[src/rtl/mul_div_sequencer.sv]
// Multi-cycle unsigned shift-add multiplier / restoring divider for the EX stage.
// Freezes IF/ID/EX through stall while iterating and presents a double-width result with a done pulse.
module mul_div_sequencer #(
  parameter int WIDTH = 16
) (
  input  logic             clk,
  input  logic             rstN,
  input  logic             start,
  input  logic [3:0]       aluCnt,
  input  logic [WIDTH-1:0] opA,
  input  logic [WIDTH-1:0] opB,
  input  logic             flush,
  output logic             stall,
  output logic             done,
  output logic [WIDTH-1:0] resLo,
  output logic [WIDTH-1:0] resHi,
  output logic             divZero
);

  localparam int         CNT_W   = $clog2(WIDTH) + 1;
  localparam logic [3:0] ALU_MUL = 4'b1100;
  localparam logic [3:0] ALU_DIV = 4'b1110;

  typedef enum logic [1:0] {
    S_IDLE,
    S_MUL,
    S_DIV,
    S_DONE
  } state_t;

  state_t             state_q;
  logic [CNT_W-1:0]   cnt_q, cnt_d;
  logic [WIDTH-1:0]   opnd_q;         // multiplicand or divisor
  logic [WIDTH-1:0]   acc_q, acc_d;   // upper product half or partial remainder
  logic [WIDTH-1:0]   shr_q, shr_d;   // multiplier shifting into low product, or dividend into quotient
  logic [WIDTH-1:0]   res_lo_q, res_hi_q;
  logic               div_zero_q;
  logic               done_q;

  logic               is_mul, is_div, accept;
  logic [WIDTH:0]     mul_sum;
  logic [WIDTH:0]     rem_shift;
  logic [WIDTH:0]     trial;

  always_comb begin
    is_mul = (aluCnt == ALU_MUL);
    is_div = (aluCnt == ALU_DIV);
    accept = (state_q == S_IDLE) && start && (is_mul || is_div) && !flush;
    stall  = !flush && (accept || (state_q == S_MUL) || (state_q == S_DIV));
  end

  // One iteration of either algorithm; the carry of the add rides in mul_sum[WIDTH].
  always_comb begin
    mul_sum   = {1'b0, acc_q} + (shr_q[0] ? {1'b0, opnd_q} : {(WIDTH+1){1'b0}});
    rem_shift = {acc_q, shr_q[WIDTH-1]};
    trial     = rem_shift - {1'b0, opnd_q};
    acc_d     = acc_q;
    shr_d     = shr_q;
    cnt_d     = cnt_q - CNT_W'(1);
    if (state_q == S_MUL) begin
      acc_d = mul_sum[WIDTH:1];
      shr_d = {mul_sum[0], shr_q[WIDTH-1:1]};
    end else if (state_q == S_DIV) begin
      // rem_shift < 2*divisor, so the top bit of trial is a valid borrow flag.
      acc_d = trial[WIDTH] ? rem_shift[WIDTH-1:0] : trial[WIDTH-1:0];
      shr_d = {shr_q[WIDTH-2:0], ~trial[WIDTH]};
    end
  end

  always_ff @(posedge clk or negedge rstN) begin
    if (!rstN) begin
      state_q    <= S_IDLE;
      cnt_q      <= '0;
      opnd_q     <= '0;
      acc_q      <= '0;
      shr_q      <= '0;
      res_lo_q   <= '0;
      res_hi_q   <= '0;
      div_zero_q <= 1'b0;
      done_q     <= 1'b0;
    end else begin
      done_q <= 1'b0;
      if (flush) begin
        state_q <= S_IDLE;
      end else begin
        case (state_q)
          S_IDLE: begin
            if (accept) begin
              opnd_q <= opB;
              shr_q  <= opA;
              acc_q  <= '0;
              cnt_q  <= CNT_W'(WIDTH);
              if (is_div && (opB == '0)) begin
                state_q    <= S_DONE;
                res_lo_q   <= '1;
                res_hi_q   <= opA;
                div_zero_q <= 1'b1;
                done_q     <= 1'b1;
              end else begin
                state_q <= is_mul ? S_MUL : S_DIV;
              end
            end
          end
          S_MUL, S_DIV: begin
            acc_q <= acc_d;
            shr_q <= shr_d;
            cnt_q <= cnt_d;
            // Both algorithms finish with {acc, shr} = {high/remainder, low/quotient}.
            if (cnt_d == '0) begin
              state_q    <= S_DONE;
              res_lo_q   <= shr_d;
              res_hi_q   <= acc_d;
              div_zero_q <= 1'b0;
              done_q     <= 1'b1;
            end
          end
          S_DONE:  state_q <= S_IDLE;
          default: state_q <= S_IDLE;
        endcase
      end
    end
  end

  assign done    = done_q;
  assign resLo   = res_lo_q;
  assign resHi   = res_hi_q;
  assign divZero = div_zero_q;

endmodule

[config.mk]
export PLATFORM = sky130hd
export DESIGN_NAME = mul_div_sequencer
export DESIGN_NICKNAME = d
export VERILOG_FILES = /design/src/rtl/mul_div_sequencer.sv
export SDC_FILE = /design/constraint.sdc
export NUM_CORES = 1
export LEC_CHECK = 0
export ABC_AREA = 1
export CAP_MARGIN = 10
export CORE_MARGIN = 3
export CORE_UTILIZATION = 59
export CTS_BUF_LIST = sky130_fd_sc_hd__clkbuf_4
export CTS_CLUSTER_SIZE = 14
export DETAILED_ROUTE_END_ITERATION = 8
export GPL_TIMING_DRIVEN = 0
export HOLD_SLACK_MARGIN = 0.08
export PLACE_DENSITY = 0.9
export SLEW_MARGIN = 0
export SYNTH_ARGS = -nofsm -noshare
export SYNTH_HDL_FRONTEND = slang
export SYNTH_SLANG_ARGS = --single-unit
[constraint.sdc]
create_clock -name clk -period 3.35 [get_ports clk]
set_input_delay 0.335 -clock clk [delete_from_list [all_inputs] [get_ports clk]]
set_output_delay 0.335 -clock clk [all_outputs]
set_load 0.05 [all_outputs]
# --- After elaboration in Yosys (flattened, before gate mapping) ---
# Cells that the tools add are included.
word_totals:
  inputBits: 40
  reg_bits: 89
  wordCells: 77
op_classes:
  mux: 35
  bitwise: 2
  eq_ne: 10
  addsub: 3
  n_reduce_logical: 18
op_table:
  columns: ["operator", "count"]
  rows:
  - ["2-to-1 mux 16 bit", 14]
  - ["one-hot mux 16 bit (2 select lines)", 4]
  - ["adder 16 x 16 -> 17 bit", 1]
  - ["subtractor 17 x 16 -> 17 bit", 1]
  - ["zero test 16 bit", 1]
  - ["2-to-1 mux 2 bit", 5]
  - ["one-hot mux 5 bit (2 select lines)", 1]
  - ["equality test 4 bit, second input constant", 2]
  - ["2-to-1 mux 1 bit", 7]
  - ["inequality test 3 bit, second input constant", 2]
  - ["one-hot mux 2 bit (3 select lines)", 1]
  - ["AND reduction 3 bit", 2]
  - ["logical AND 1 bit", 5]
  - ["zero test 5 bit", 1]
  - ["2-to-1 mux 5 bit", 1]
  - ["AND reduction 5 bit", 1]
  - ["subtractor 5 x 1 -> 5 bit, second input constant", 1]
  - ["equality test 2 bit, second input constant", 2]
  - ["inequality test 2 bit, second input constant", 2]
  - ["one-hot mux 1 bit (2 select lines)", 2]
  - ["logical OR 1 bit", 3]
  - ["equality test 2 x 1 -> 1 bit, second input constant", 1]
  - ["zero test 2 bit", 1]
  - ["inequality test 2 x 1 -> 1 bit, second input constant", 1]
  - ["5 further kinds", 6]

# --- Logic depth before layout (Yosys ltp) ---
logic_depth:
  depth_word: 7
  ltp_mapped: 19

# --- Worst setup path after synthesis ---
# OpenSTA, ideal clock, no wires.
synth_timing:
  path_kind: "reg-to-reg"
  startpoint: "reg shr_q[0]"
  endpoint: "reg res_hi_q[7], in the netlist resHi[7]"
  required_ps: 3232
  setup_slack_ps: 1048
  n_path_buf: 2
  setup_time_ps: 118
  path_stages_with_launch: 19
  period_less_slack_ps: 2302
  arrival_ps: 2185
  path_cell_list: "dfrtp_1 -> clkbuf_1 -> clkbuf_1 -> nand2_1 -> inv_1 -> ha_1 -> fa_1 -> nand3_1 -> nand2_1 -> nand2_1 -> nand2_1 -> nand2_1 -> nand2_1 -> nor2_1 -> o22ai_1 -> inv_1 -> nand3_1 -> nand2_1 -> nand2_1"
synth_between:
  elab_chain_len: 5
synth_lines:
  columns: ["item", "line_no", "source"]
  rows:
  - ["from (decl)", "35", "logic [WIDTH-1:0] shr_q, shr_d;"]
  - ["from (signal assigned)", "90", "shr_q <= opA;"]
  - ["from (signal assigned)", "106", "shr_q <= shr_d;"]
  - ["2-to-1 mux 16 bit", "54", "mul_sum = {1'b0, acc_q} + (shr_q[0] ? {1'b0, opnd_q} : {(WIDTH+1){1'b0}});"]
  - ["adder 16 x 16 -> 17 bit", "54", null]
  - ["2-to-1 mux 16 bit", "60", "if (state_q == S_MUL) begin"]
  - ["2-to-1 mux 16 bit", "109", "if (cnt_d == '0) begin"]
  - ["one-hot mux 16 bit (2 select lines)", "86", "case (state_q)"]
  - ["to (signal assigned)", "96", "res_hi_q <= opA;"]
  - ["to (decl)", "36", "logic [WIDTH-1:0] res_lo_q, res_hi_q;"]
# Every way passes these cells. The select of a mux whose other input is x is not followed.
# A chain may end at the register's enable or synchronous reset.

# --- Worst setup path after layout ---
layout_timing:
  startpoint: "reg state_q[0]"
  endpoint: "out stall"
layout_between:
  elab_chain_len: 7
layout_lines:
  columns: ["item", "line_no", "source"]
  rows:
  - ["from (decl)", "31", "state_t state_q;"]
  - ["from (signal assigned)", "100", "state_q <= is_mul ? S_MUL : S_DIV;"]
  - ["zero test 2 bit", "48", "accept = (state_q == S_IDLE) && start && (is_mul || is_div) && !flush;"]
  - ["logical AND 1 bit (3 in a row)", "48", null]
  - ["logical OR 1 bit", "49", "stall = !flush && (accept || (state_q == S_MUL) || (state_q == S_DIV));"]
  - ["logical OR 1 bit (*)", "49", null]
  - ["logical AND 1 bit (*)", "49", null]
  - ["to (decl)", "13", "output logic stall,"]
# Mark *: on every way between the ends. The rest lies on a longest branch, timed or not.

==> flow_summary.yaml <==
outcome:
  outcome: "completed"
critical_path:
  r2r_slack_ns: 0.41
  path_class: "reg -> out"
  critPathLaunchType: "flip-flop"
  worstPathCellList: "inv_1, ha_1, nor2_1, clkbuf_1, a21oi_1, clkdlybuf4s50_1"
  reg2reg_to: "resHi[15]$_DFFE_PN0P_"
  cp_top_family: "buffers and inverters"
  cp_max_fo: 10
  crit_path_end_kind: "output port"
  cp_num_cells: 6
  slowest_delay_ns: 0.72
  ff2ff_path_depth: 16
  cp-endpoint: "stall"
  cpMaxStageDelayCell: "clkdlybuf4s50_1"
  startpoint: "state_q[0]$_DFFE_PN0P_"
  cp_num_buf_inv: 3
  cp.required_ns: 3.01
  reg2reg_from: "shr_q[0]$_DFFE_PN0P_"
  critPathArrivalTime_ns: 2.71
layout:
  seq_area_sq_um: 2227
  final_common_cell: "nand2_1"
  fillers: 887
  post-route-cell-area_sq_um: 7677
  layout_common_cells: "331 x nand2_1, 136 x inv_1, 89 x dfrtp_1"
  multi_input_area_sq_um: 3661
  drive_gt1_share_pct: 5.676
  nNetsFinal: 1132
  syn_to_final_growth_pct: 16.65
  num_antenna_cells: 0
die:
  start_util_pct: 62.08
  num_rows: 37
  die_w_um: 111.6
  fp.dieArea_sq_um: 12460
  io_pins: 75
  dieHeight_um: 111.6
  coreArea_sq_um: 10600
cts:
  numCtsBuffers: 9
  clk_pin_slew_worst_paths_ns: 0.15
  clk_path_buf_depth: 2
  numClockSinks: 89
  clkLatencyLatePin_ns: 0.49
  clock-root-buffer: "clkbuf_4"
  ctsHtreeMaxLevel: 3
  cts_tree: "done"
pwr:
  peakVddDrop_mv: 0.6318
  pwr_density_cell_nw_per_um2: 868.6
  power.leakage_nw: 4.067
synthesis:
  synth_edf_count: 0
  synthesis.area_sq_um: 6581
  synth_nets: 1045
  yosysUniqueCellTypes: 45
  postSynthAreaPerCell_sq_um: 6.820
  seq_area_frac_synth_pct: 33.84
  synthArstFlopShare_pct: 100.0
  ys_warn_count: 0
  syn-instance-count: 965
  synth_top_flop_cell: "dfrtp_1"
  ys_seq_elements: 89
flow_run:
  drv_cap: 0
timing:
  slew_violations: 0
  rsz0062_at_grt: "no"
  fin_crit_ns: 3.046
  fmax_ghz: 0.3283
  tightest_slew_ns: 0.6128
  finalWorstSetupSlack_ns: 0.3040
  finalSetupViolCount: 0
  clock_skew_ns: 0.01582
  period_share_pct: 90.93
  timing.slew.headroom_pct: 58.99
  hold_viol_final: 0
placed_design:
  pre_cts_ws_ns: 0.4227
  port_buffers: 74
  placed_area_sq_um: 7517
  hpwl_um: 15170
  finalWeightedCongestion: 0.9882
hold_path:
  min_path_type: "in -> async"
global_routing:
  grt_pass1_wl_um: 31950
  track_usage_pct: 31.82
  globalRoute.totalOverflow: 0
  grt_max_degree: 61
  antenna_found_initial: 0
  grt_pass1_vias: 6541
route:
  vias: 6832
  routed_wirelength_um: 19370
  ant_nets: 0
  drt_iter0_markers: 714
  dr.pass1.iters: 8
  drc: 0
  vias_per_cell: 5.727
  wl_per_cell_um: 16.24
[state kept, by name, summed over array words and instances (netlist names)]
| signal | count |
|---|---|
| acc_q | 16 |
| resLo | 16 |
| divZero | 1 |
| resHi | 16 |
| opnd_q | 16 |
| cnt_q | 5 |
| state_q | 2 |
| done | 1 |
| shr_q | 16 |
[cell usage after synthesis (3+ instances only)]
| cell type | instances | area, sq um |
|---|---|---|
| o211ai_1 | 5 | 37.54 |
| nor3_1 | 7 | 35.03 |
| ha_1 | 38 | 475.5 |
| a21oi_1 | 53 | 265.3 |
| nand2_1 | 331 | 1242 |
| nand3_2 | 8 | 80.08 |
| o21bai_1 | 4 | 30.03 |
| or2_2 | 3 | 18.77 |
| dfrtp_1 | 89 | 2227 |
| o21ai_1 | 8 | 40.04 |
| o221ai_1 | 15 | 131.4 |
| inv_1 | 136 | 510.5 |
| a21o_1 | 3 | 22.52 |
| nand4_1 | 10 | 62.56 |
| buf_2 | 4 | 20.02 |
| xor2_1 | 5 | 43.79 |
| clkbuf_1 | 22 | 82.58 |
| nand2_2 | 9 | 56.30 |
| buf_1 | 3 | 11.26 |
| or2_1 | 3 | 18.77 |
| nor4_1 | 3 | 18.77 |
| xnor2_1 | 3 | 26.28 |
| o21ai_0 | 46 | 230.2 |
| o22ai_1 | 18 | 112.6 |
| nand3_1 | 55 | 275.3 |
| o21ai_2 | 3 | 26.28 |
| nor2_1 | 51 | 191.4 |
| inv_2 | 4 | 15.01 |
| nand3b_1 | 4 | 30.03 |
[worst reg2reg max path: cells and delay by family, from the launching register on]
| kind | cells | cell delay (ns) |
|---|---|---|
| adder cells (fa/ha/maj) | 2 | 0.64 |
| buffers and inverters | 3 | 0.58 |
| flip-flops | 1 | 0.39 |
| AND/OR/NAND/NOR | 11 | 1.23 |
[how the worst min path moves through the flow]
stage	slack, ns	depth (start not counted)	endpoint
3_5_place_dp	0.30	1	opnd_q[14]$_DFFE_PN0P_
3_3_place_gp	0.46	2	resLo[8]$_DFFE_PN0P_
2_1_floorplan	0.04	0	acc_q[0]$_DFFE_PN0P_
4_1_cts	0.31	2	opnd_q[14]$_DFFE_PN0P_
6_report	0.30	2	opnd_q[14]$_DFFE_PN0P_
5_1_grt	0.31	2	opnd_q[14]$_DFFE_PN0P_
[per-layer routing]
layer | GRT usage, % | vias to the layer above | share of wire (%)
met2 | 48.73 | 367 | 44
met1 | 44.94 | 3121 | 44
li1 | - | 3287 | -
met3 | 6.413 | 57 | 9.6
met5 | 0 | - | 0
met4 | 11.60 | 0 | 2.8
[what timing repair did]
| item | CTS | global route |
|---|---|---|
| resized for setup | 0 | 2 |
| endpoints found under the setup margin | 0 | 2 |
| hold buffers | 1 | 0 |
| endpoints found under the hold margin | 29 | 0 |
| setup buffers | 0 | 0 |
[power by group]
group	switching, mW	leakage (nW)	internal, mW
clock network	0.426	0.0807	0.235
registers	0.289	1.13	1.50
logic	2.84	2.85	1.38
total	3.55	4.07	3.12
[kinds of logic after synthesis]
kind of cell | synth area share (%)
buf+inv | 10.53
simple gates | 31.52
flops | 33.84
compound gates | 14.71
xor+xnor | 1.559
fa+ha+maj | 7.833
[final cells by class]
| type | instances | share of cell area (%) |
|---|---|---|
| Timing Repair Buffer | 76 | 10.10 |
| Clock buffer | 9 | 0.8801 |
| Sequential cell | 89 | 29.01 |
| Tap cell | 136 | 2.216 |
| Inverter | 141 | 6.894 |
| Buffer | 33 | 2.151 |
| Clock inverter | 7 | 1.059 |
| Multi-Input combinational cell | 702 | 47.69 |
[through the flow]
| stage | utilization (%) | setup TNS, ns | hold WS (ns) | total power, mW | instances |
|---|---|---|---|---|---|
| 6_report | 72.42 | 0 | 0.2975 | 6.668 | 1193 |
| 5_1_grt | 72.42 | 0 | 0.3115 | 7.162 | 1193 |
| 4_1_cts | 72.41 | 0 | 0.3065 | 6.613 | 1193 |
| 3_5_place_dp | 70.91 | 0 | 0.2988 | 5.941 | 1176 |
| 3_3_place_gp | 70.67 | -124.68 | 0.4650 | 5.859 | 1175 |
| 2_1_floorplan | - | 0 | 0.03941 | 4.740 | 965 |
No activity file was read; power rests on OpenSTA's default activity.
